==> config.mk <==
export PLATFORM = sky130hd
export DESIGN_NAME = accum_dump_reader
export DESIGN_NICKNAME = d
export VERILOG_FILES = /design/src/rtl/accum_dump_reader.sv
export SDC_FILE = /design/constraint.sdc
export NUM_CORES = 1
export LEC_CHECK = 0
export CORE_MARGIN = 5
export CORE_UTILIZATION = 35
export CTS_CLUSTER_DIAMETER = 50
export CTS_CLUSTER_SIZE = 10
export DETAILED_ROUTE_END_ITERATION = 8
export PLACE_DENSITY = 0.7
export SYNTH_ARGS = -nofsm -noshare
export SYNTH_HDL_FRONTEND = slang
export SYNTH_SLANG_ARGS = --single-unit
==> constraint.sdc <==
create_clock -name clk -period 2.2 [get_ports clk]
set_input_delay 0.66 -clock clk [delete_from_list [all_inputs] [get_ports clk]]
set_output_delay 0.66 -clock clk [all_outputs]
set_load 0.05 [all_outputs]
==> src/rtl/accum_dump_reader.sv <==
// Reader side of the FFT accumulation path: windows N samples, dumps and clears the accumulator,
// scales to a rounded/saturated average and buffers it in a 2-entry FIFO. Macro ACC_DUMP_ROUND_EN selects round half-up.
module accum_dump_reader #(
    parameter int ACC_W  = 20,
    parameter int LOG2_N = 4,
    parameter int OUT_W  = 16
) (
    input  logic                 clk,
    input  logic                 nrst,
    input  logic                 ce,
    input  logic [2*ACC_W-1:0]   acc_in,
    output logic                 acc_clr,
    output logic                 out_valid,
    input  logic                 out_ready,
    output logic [2*OUT_W-1:0]   out_data,
    output logic                 overflow
);

    localparam logic [LOG2_N-1:0] CNT_LAST = '1;

`ifdef ACC_DUMP_ROUND_EN
    localparam logic signed [ACC_W:0] RND = (ACC_W+1)'(2 ** (LOG2_N - 1));
`else
    localparam logic signed [ACC_W:0] RND = '0;
`endif

    localparam logic signed [ACC_W:0] SAT_MAX = (ACC_W+1)'((2 ** (OUT_W - 1)) - 1);
    localparam logic signed [ACC_W:0] SAT_MIN = (ACC_W+1)'(-(2 ** (OUT_W - 1)));

    localparam logic [1:0] EMPTY = 2'd0;
    localparam logic [1:0] ONE   = 2'd1;
    localparam logic [1:0] FULL  = 2'd2;

    logic [LOG2_N-1:0]  cnt_q, cnt_d;
    logic               cap_pend_q, cap_pend_d;
    logic [2*OUT_W-1:0] scaled;

    logic [2*OUT_W-1:0] mem_q [2];
    logic               wr_ptr_q, wr_ptr_d;
    logic               rd_ptr_q, rd_ptr_d;
    logic [1:0]         occ_q, occ_d;
    logic               overflow_q, overflow_d;
    logic               wr, wr_acc, pop;

    always_comb begin
        cnt_d      = ce ? cnt_q + LOG2_N'(1) : cnt_q;
        cap_pend_d = ce && (cnt_q == CNT_LAST);
    end

    // The capture cycle scales acc_in combinationally; the FIFO entry is the registered stage.
    for (genvar gi = 0; gi < 2; gi++) begin : g_comp
        logic signed [ACC_W:0] ext;
        logic signed [ACC_W:0] shr;
        logic [OUT_W-1:0]      sat;

        assign ext = $signed({acc_in[gi*ACC_W+ACC_W-1], acc_in[gi*ACC_W +: ACC_W]}) + RND;
        assign shr = ext >>> LOG2_N;

        always_comb begin
            if (shr > SAT_MAX) begin
                sat = SAT_MAX[OUT_W-1:0];
            end else if (shr < SAT_MIN) begin
                sat = SAT_MIN[OUT_W-1:0];
            end else begin
                sat = shr[OUT_W-1:0];
            end
        end

        assign scaled[gi*OUT_W +: OUT_W] = sat;
    end

    assign wr     = cap_pend_q;
    assign pop    = out_valid && out_ready;
    // A full FIFO still accepts the write when the head leaves in the same cycle.
    assign wr_acc = wr && ((occ_q != FULL) || pop);

    always_comb begin
        occ_d      = occ_q;
        wr_ptr_d   = wr_acc ? ~wr_ptr_q : wr_ptr_q;
        rd_ptr_d   = pop ? ~rd_ptr_q : rd_ptr_q;
        overflow_d = overflow_q || (wr && !wr_acc);
        case (occ_q)
            EMPTY: if (wr) occ_d = ONE;
            ONE: begin
                if (wr && !pop) begin
                    occ_d = FULL;
                end else if (!wr && pop) begin
                    occ_d = EMPTY;
                end
            end
            FULL: if (pop && !wr) occ_d = ONE;
            default: occ_d = EMPTY;
        endcase
    end

    always_ff @(posedge clk or negedge nrst) begin
        if (!nrst) begin
            cnt_q      <= '0;
            cap_pend_q <= 1'b0;
            wr_ptr_q   <= 1'b0;
            rd_ptr_q   <= 1'b0;
            occ_q      <= EMPTY;
            overflow_q <= 1'b0;
            for (int i = 0; i < 2; i++) begin
                mem_q[i] <= '0;
            end
        end else begin
            cnt_q      <= cnt_d;
            cap_pend_q <= cap_pend_d;
            wr_ptr_q   <= wr_ptr_d;
            rd_ptr_q   <= rd_ptr_d;
            occ_q      <= occ_d;
            overflow_q <= overflow_d;
            if (wr_acc) begin
                mem_q[wr_ptr_q] <= scaled;
            end
        end
    end

    assign acc_clr   = cap_pend_q;
    assign out_valid = (occ_q != EMPTY);
    assign out_data  = mem_q[rd_ptr_q];
    assign overflow  = overflow_q;

endmodule

==> results of run 1 <==
==> flip-flops by register name, summed over array words and instances (netlist names) <==
name,cells
cnt_q,4
wr_ptr_q,1
occ_q,2
overflow,1
acc_clr,1
mem_q,64
rd_ptr_q,1
==> how the worst min path moves through the flow <==
stage	startpoint	to	slack [ns]	cells after the start
after floorplan	nrst	acc_clr	0.36	0
after global placement	cnt_q[3]	cnt_q[3]	0.46	1
after detailed placement	overflow	overflow	0.47	1
after CTS	nrst	mem_q[6]	0.26	1
after global routing	nrst	mem_q[6]	0.26	1
final	nrst	mem_q[6]	0.26	1
==> through the flow <==
stage / hold slack, ns / utilization, % / cells / setup slack [ns] / cell area (um2)
6_report: 0.258 / 52.1 / 421 / 0.0305 / 4810
5_1_grt: 0.260 / 52.1 / 421 / -0.0289 / 4810
4_1_cts: 0.255 / 52.0 / 421 / -0.00877 / 4810
3_5_place_dp: 0.470 / 49.5 / 405 / -0.208 / 4570
3_3_place_gp: 0.462 / 49.5 / 405 / -0.169 / 4570
2_1_floorplan: 0.364 / - / 209 / 0.176 / 3320
==> kinds of logic (layout without fill, tap and decap cells) <==
logic type                 after synthesis  after routing  synth area share (%)
adders and majority gates                1              1                 0.377
muxes                                   98             98                  36.6
xor gates and xnor gates                 5              5                  1.32
and+or+nand+nor                         14             14                  2.53
buffers and inverters                   13             96                  2.49
AOI/OAI and AO/OA                        4              4                 0.905
DFF                                     74             74                  55.8
==> area by class of cell <==
| class | instances | area, um2 |
|---|---|---|
| clock buffers | 12 | 155 |
| clock inverters | 4 | 73.8 |
| fillers | 780 | 4430 |
| inverters | 1 | 3.75 |
| multi-input cells | 122 | 1390 |
| flip-flops and latches | 74 | 1850 |
| well taps | 129 | 161 |
| repair buffers | 79 | 1170 |
==> routing by layer <==
layer / wire (um) / up-vias / global-route usage, %
li1: - / 895 / -
met1: 2810 / 1026 / 15.0
met2: 3240 / 49 / 19.6
met3: 340 / 5 / 4.86
met4: 40 / 0 / 2.98
met5: 0 / - / 0
==> power groups by stage <==
| stage | combinational [mW] | sequential [mW] | clock [mW] |
|---|---|---|---|
| after floorplan | 2.52 | 2.13 | 0 |
| after global placement | 4.42 | 2.19 | 0 |
| after detailed placement | 4.47 | 2.23 | 0 |
| after CTS | 4.49 | 2.21 | 1.24 |
| after global routing | 4.61 | 2.28 | 1.30 |
| final | 4.43 | 2.21 | 1.19 |
==> Yosys cell counts (all sizes together) (2+ instances only) <==
master  number  share of area, %
buf          7               1.8
dfrtp       74                56
clkbuf       5              0.57
nand2        5              0.57
nand2b       2              0.38
mux2        97                36
xnor2        4               1.1
==> what timing repair did <==
| action | 4_1_cts | 5_1_grt |
|---|---|---|
| pin swaps | 0 | 0 |
| hold buffers | 0 | 0 |
| gates resized for setup | 2 | 1 |
| setup endpoints to repair | 14 | 31 |
==> results.yml, run 1 <==
floorplan:
  rows: 35
  fp.dieH_um: 107
  coreArea_um2: 9240
  start_util_pct: 35.9
  dieArea_um2: 11500
  dieWidth_um: 107
  io_pins: 79
worst_setup_path:
  cp.required_ns: 1.54
  critPathMostFrequentCell: "buf_12"
  r2r_end: "mem_q[47]"
  cp.buffers_inverters: 2
  r2r_slack_ns: 0.46
  endpoint_kind: "output port"
  cp-start-kind: "flop"
  max_stage_delay_ns: 0.44
  timing.critical_path.from: "rd_ptr_q"
  path_class: "reg -> out"
  r2r_cells: 4
  endpoint: "out_data[25]"
  crit_cells: 3
  crit_path_cell_trace: "buf_12 > mux2_2 > buf_12"
  worst-path-max-fanout: 16
  rr_startpoint: "occ_q[1]"
  cp_top_family: "flip-flops"
  crit_slowest_cell: "dfrtp_1"
  worst_ep_arrival_time_ns: 1.51
cts:
  insertion_delay_ns: 0.34
  clkTransAtPathRegs_ns: 0.08
  cts.path.max_buffers: 2
  cts_buffers: 9
  cts_max_level: 3
  cts_tree: "yes"
  cts_post_setup_buffers_inserted: 0
  root_buffer: "clkbuf_8"
  cts.sinks: 74
global_routing:
  grt_pass1_wl_um: 10900
  track_usage_pct: 12.1
  grt_max_degree: 43
  grt_overflow_total: 0
  antenna_found_initial: 0
  grt_pass1_vias: 2142
power_and_ir_drop:
  power.internal_mw: 4.96
  p_per_area_nw_per_um2: 1630
  clkPwrFrac_pct: 15.2
  finalPower_mw: 7.83
  p_comb_share_pct: 56.6
  p_sw_mw: 2.86
  vdd_drop_max_v: 0.00103
  switching_share_pct: 36.6
  leakagePower_nw: 2.20
  sequentialPowerShare_pct: 28.2
synthesis:
  synthArstFlopShare_pct: 100
  synth_seq_cells: 74
  syn_area_per_cell_um2: 15.9
  synthFlopType: "dfrtp_1"
  yosysWarnings: 0
  ys_types: 25
  ys_seq_area_share_pct: 55.8
  synth-edff-count: 0
  syn_inst: 209
  mappedNetlistArea_um2: 3320
  syn-num-nets: 254
layout:
  nets: 332
  syn2layout_area_growth_pct: 44.9
  final_cell_mix: "dfrtp_1 (74), mux2_2 (59), buf_12 (39), clkdlybuf4s50_1 (34), mux2_4 (32)"
  num_antenna_cells: 0
  final_common_cell: "dfrtp_1"
  drive_gt1_share_pct: 52.4
min_path:
  hold_path.class: "in -> async"
timing:
  finalMaxSlewViolations: 0
  fin_crit_ns: 2.17
  tightest_slew_ns: 0.499
  slew_headroom_pct: 66.7
  fmax_ghz: 0.461
  final-hold-violation-count: 0
  tns_ns: 0
  setup_violations: 0
  finClkSkew_ns: 0.0119
  rsz0062_at_grt: "yes"
  final.period_utilization_pct: 98.6
flow_run:
  maxCapViolCount: 0
outcome:
  status: "finished clean"
routing:
  vias: 1975
  ant_nets: 0
  wl_per_cell_um: 15.3
  wl_um: 6430
  drc: 0
  avgViaCountPerCell: 4.69
  first_iter_violations: 49
  first_pass_iters: 4
placed_design:
  dp_hpwl_um: 4500
  gp_congestion: 0.715
  portBuffers: 70
Note: power is estimated with default switching activity, not from simulation.
==> run 2, diff against run 1 <==
--- a/config.mk
+++ b/config.mk
@@ -11,6 +11,7 @@
 export CTS_CLUSTER_SIZE = 10
 export DETAILED_ROUTE_END_ITERATION = 8
 export PLACE_DENSITY = 0.7
+export SETUP_SLACK_MARGIN = 0.3
 export SYNTH_ARGS = -nofsm -noshare
 export SYNTH_HDL_FRONTEND = slang
 export SYNTH_SLANG_ARGS = --single-unit
==> run 2 against run 1 <==
  * First-iteration DRC count fell by 41%
  * Setup slack improved by 0.016 ns
  * Critical path depth rose by 1
  * Clock skew fell by 0.0041 ns
  * Via count rose by 1.7%
  * Wire length rose by 5.4%
  * Worst hold slack improved by 0.017 ns
==> results.yml, run 2 (synthesis gave the netlist of run 1 again) <==
outcome:
  status: "finished clean"
placed_design:
  gp_congestion: 0.678
  portBuffers: 70
  dp_hpwl_um: 4470
  placed_area_um2: 4560
cts:
  cts.sinks: 74
  cts_max_level: 3
  cts.path.max_buffers: 2
  cts_tree: "yes"
  cts_buffers: 9
  root_buffer: "clkbuf_8"
  insertion_delay_ns: 0.33
  clkTransAtPathRegs_ns: 0.08
  cts_hold_buf: 0
worst_setup_path:
  max_stage_delay_ns: 0.44
  r2r_slack_ns: 0.34
  cp-start-kind: "flop"
  path_class: "reg -> out"
  crit_path_cell_trace: "buf_4 > buf_6 > mux2_4 > buf_12"
  cp.required_ns: 1.54
  endpoint_kind: "output port"
  crit_slowest_cell: "dfrtp_2"
  worst-path-max-fanout: 4
  worst_ep_arrival_time_ns: 1.49
timing:
  finalMaxSlewViolations: 0
  setup_violations: 0
  finClkSkew_ns: 0.00776
  final.period_utilization_pct: 97.9
  tns_ns: 0
  fin_crit_ns: 2.15
  final-hold-violation-count: 0
  tightest_slew_ns: 0.495
  worst_hold_slack_ns: 0.274
  slew_headroom_pct: 67.0
  rsz0062_at_grt: "yes"
  fmax_ghz: 0.464
layout:
  final_cell_mix: "dfrtp_1 (73), mux2_2 (48), mux2_4 (43), buf_12 (39), clkdlybuf4s50_1 (33)"
  final_area_um2: 5010
  final_common_cell: "dfrtp_1"
  syn2layout_area_growth_pct: 50.9
  regMostFlops: "mem_q"
  nets: 345
  largest_registers: "mem_q x64, cnt_q x4, occ_q x2"
  largest_reg_flops: 64
  drive_gt1_share_pct: 55.3
  num_antenna_cells: 0
floorplan:
  fp.dieH_um: 107
  dieArea_um2: 11500
  io_pins: 79
  coreArea_um2: 9240
  rows: 35
  start_util_pct: 35.9
  dieWidth_um: 107
power_and_ir_drop:
  p_per_area_nw_per_um2: 1600
  vdd_drop_max_v: 0.000985
  leakagePower_nw: 2.30
global_routing:
  antenna_found_initial: 0
  grt_pass1_vias: 2159
  grt_overflow_total: 0
  track_usage_pct: 12.0
  grt_pass1_wl_um: 10800
  grt_max_degree: 39
routing:
  first_iter_violations: 29
  ant_nets: 0
  avgViaCountPerCell: 4.64
  first_pass_iters: 4
  vias: 2008
  wl_um: 6780
  wl_per_cell_um: 15.7
  drc: 0
flow_run:
  maxCapViolCount: 0
min_path:
  hold_path.class: "in -> async"
-- run 2: changes by cell type in the layout (fill, tap and decap cells not counted), sizes merged --
| cell | before | now |
|---|---|---|
| buf | 44 | 57 |
| clkinv | 2 | 0 |
| clkinvlp | 0 | 2 |
| clkdlybuf4s15 | 0 | 1 |
| clkdlybuf4s50 | 34 | 33 |
| dlymetal6s2s | 1 | 0 |
-- run 2: critical path: cells and delay by family, from the launching register on --
family   cells  cell delay, ns
mux          1            0.31
buf+inv      3            0.42
flops        1            0.44
-- run 2: stage by stage --
step                      worst slack (ns)  utilization, %  total power [mW]  std cells
after floorplan                      0.187               -              4.65        209
after global placement              -0.170            49.3              6.59        405
after detailed placement            -0.176            49.3              6.67        405
after CTS                           0.0130            53.1              7.94        429
after global routing              -0.00992            54.2              8.36        433
final                               0.0461            54.2              8.02        433
-- run 2: worst paths after layout --
check,depth (start not counted),startpoint,to
setup / recovery,4,rd_ptr_q,out_data[21]
hold / removal,1,nrst,mem_q[6]
setup reg to reg,6,occ_q[0],mem_q[3]
hold reg to reg,1,overflow,overflow
max in group asynchronous,2,nrst,rd_ptr_q
min in group clk,1,overflow,overflow
-- run 2: final cells by class --
cell class	instances	area, um2
Clock buffer	11	151
Clock inverter	4	75.1
Fill cell	748	4230
Inverter	1	3.75
Multi-Input combinational cell	122	1440
Sequential cell	74	1850
Tap cell	129	161
Timing Repair Buffer	92	1330
-- run 2: timing repair --
action | 4_1_cts | 5_1_grt
buffers inserted | 7 | 3
endpoints found under the hold margin | 0 | 0
cloned | 2 | 1
resized for setup | 5 | 25
pin swaps | 1 | 1
setup endpoints to repair | 97 | 72
-- run 2: routing by layer --
metal  track usage [%]  up-vias  share of wire, %
met5                 0        -                 0
met4              4.33        0               1.3
met3              2.70       10               3.5
met2              19.1       41                49
met1              16.0     1037                47
li1                  -      920                 -
-- run 2: where the power goes --
| part | internal [mW] | total, mW | switching (mW) |
|---|---|---|---|
| combinational | 2.49 | 4.62 | 2.12 |
| sequential | 1.91 | 2.21 | 0.303 |
| clock | 0.695 | 1.19 | 0.498 |
| total | 5.10 | 8.02 | 2.92 |
==> run 3, diff against run 2 <==
--- a/config.mk
+++ b/config.mk
@@ -5,7 +5,8 @@
 export SDC_FILE = /design/constraint.sdc
 export NUM_CORES = 1
 export LEC_CHECK = 0
-export CORE_MARGIN = 5
+export CAP_MARGIN = 10
+export CORE_MARGIN = 1
 export CORE_UTILIZATION = 35
 export CTS_CLUSTER_DIAMETER = 50
 export CTS_CLUSTER_SIZE = 10
==> run 3 against run 2 <==
  * Via count up 0.45%
  * First-iteration DRC count grew 48%
  * Clock skew increased by 0.0040 ns
  * Global-route usage increased by 3.1 points
  * Non-clock buffer count is 4 higher
  * Setup slack lost 0.037 ns
  * Clock power up 9%
  * Sequential share of layout area decreased by 0.70 points
  * Critical path type unchanged
==> results.yml, run 3 (synthesis gave the netlist of run 1 again) <==
cts:
  cts_tree: "yes"
  cts_hold_buf: 0
  cts.sinks: 74
  root_buffer: "clkbuf_8"
  insertion_delay_ns: 0.34
  cts.path.max_buffers: 2
  clkTransAtPathRegs_ns: 0.08
  cts_max_level: 3
  cts_buffers: 9
timing:
  final-hold-violation-count: 0
  tightest_slew_ns: 0.483
  finClkSkew_ns: 0.0117
  rsz0062_at_grt: "yes"
  setup_violations: 0
  slew_headroom_pct: 68.0
  fmax_ghz: 0.456
  tns_ns: 0
  final.period_utilization_pct: 99.6
  fin_crit_ns: 2.19
  finalMaxSlewViolations: 0
power_and_ir_drop:
  vdd_drop_max_v: 0.000935
  leakagePower_nw: 2.36
  p_per_area_nw_per_um2: 1600
  finalPower_mw: 8.17
placed_design:
  gp_congestion: 0.654
  placed_area_um2: 4540
  placed_cells: 388
  portBuffers: 70
  dp_hpwl_um: 4180
global_routing:
  track_usage_pct: 15.0
  antenna_found_initial: 0
  grt_pass1_wl_um: 11400
  grt_pass1_vias: 2267
  grt_overflow_total: 0
  grt_max_degree: 41
floorplan:
  coreArea_um2: 9200
  dieWidth_um: 99.4
  start_util_pct: 36.1
  fp.dieH_um: 99.4
  dieArea_um2: 9880
  io_pins: 79
  rows: 35
routing:
  wl_per_cell_um: 17.0
  ant_nets: 0
  first_pass_iters: 4
  wl_um: 7150
  drc: 0
  first_iter_violations: 43
  avgViaCountPerCell: 4.80
  vias: 2017
worst_setup_path:
  cp-start-kind: "flop"
  worst_ep_arrival_time_ns: 1.53
  worst-path-max-fanout: 6
  path_class: "reg -> out"
  cp.required_ns: 1.54
  endpoint_kind: "output port"
layout:
  regMostFlops: "mem_q"
  nets: 349
  largest_registers: "mem_q x64, cnt_q x4, occ_q x2"
  final_cell_mix: "dfrtp_1 (73), mux2_2 (52), mux2_4 (40), buf_12 (38), clkdlybuf4s50_1 (33)"
  final_cell_count_no_fill: 420
  num_antenna_cells: 0
  drive_gt1_share_pct: 55.3
  largest_reg_flops: 64
  final_common_cell: "dfrtp_1"
  final_area_um2: 5100
  syn2layout_area_growth_pct: 53.8
flow_run:
  maxCapViolCount: 0
min_path:
  hold_path.class: "in -> async"
outcome:
  status: "finished clean"
run 3: cell count changes in the layout (fill, tap and decap cells not counted), sizes merged:
cell / change
buf: -1
clkbuf: +5
dlygate4sd2: +1
clkinvlp: -2
clkinv: +1
bufinv: +1
run 3: timing repair:
| item | 4_1_cts | 5_1_grt |
|---|---|---|
| pin swaps | 1 | 1 |
| setup endpoints to repair | 96 | 75 |
| setup buffers | 7 | 2 |
| hold endpoints to repair | 0 | 0 |
| gates cloned | 2 | 5 |
| resized for setup | 12 | 13 |
run 3: worst max-delay path: stages (launching register included):
cell,delay (ns)
dfrtp_2,0.47
buf_6,0.14
buf_8,0.13
mux2_4,0.32
buf_12,0.15
run 3: worst paths after layout:
| path | start | endpoint | slack (ns) | cells after the start |
|---|---|---|---|---|
| setup reg to reg | occ_q[1] | mem_q[5] | 0.36 | 6 |
| setup / recovery | rd_ptr_q | out_data[18] | 0.009 | 4 |
| hold reg to reg | overflow | overflow | 0.49 | 1 |
| min in group clk | overflow | overflow | 0.49 | 1 |
| max in group asynchronous | nrst | mem_q[45] | 1.51 | 2 |
| hold / removal | nrst | mem_q[60] | 0.15 | 1 |
run 3: stage by stage:
| step | util [%] | hold WS [ns] | worst slack [ns] |
|---|---|---|---|
| final | 55.5 | 0.151 | 0.00928 |
| after global routing | 55.5 | 0.142 | -0.0305 |
| after CTS | 53.5 | 0.141 | 0.000250 |
| after detailed placement | 49.4 | 0.467 | -0.193 |
| after global placement | 49.4 | 0.457 | -0.166 |
| after floorplan | - | 0.364 | 0.187 |
run 3: cell type report:
type / instances / area (um2)
fillers: 733 / 4090
flip-flops and latches: 74 / 1850
multi-input cells: 122 / 1430
clock buffers: 12 / 145
well taps: 111 / 139
repair buffers: 96 / 1440
inverters: 1 / 3.75
clock inverters: 4 / 98.8
run 3: layer usage:
layer / vias to the layer above / global-route usage (%) / wire, um
met5: - / 0 / 0
met4: 0 / 5.54 / 95
met3: 8 / 3.30 / 266
met2: 53 / 24.4 / 3430
met1: 1028 / 19.8 / 3360
li1: 928 / - / -
run 3: where the power goes:
group / total [mW] / leakage [nW] / switching [mW] / internal [mW]
Sequential: 2.22 / 0.969 / 0.311 / 1.91
Combinational: 4.65 / 1.27 / 2.13 / 2.53
Clock: 1.30 / 0.121 / 0.506 / 0.789
Total: 8.17 / 2.36 / 2.94 / 5.22
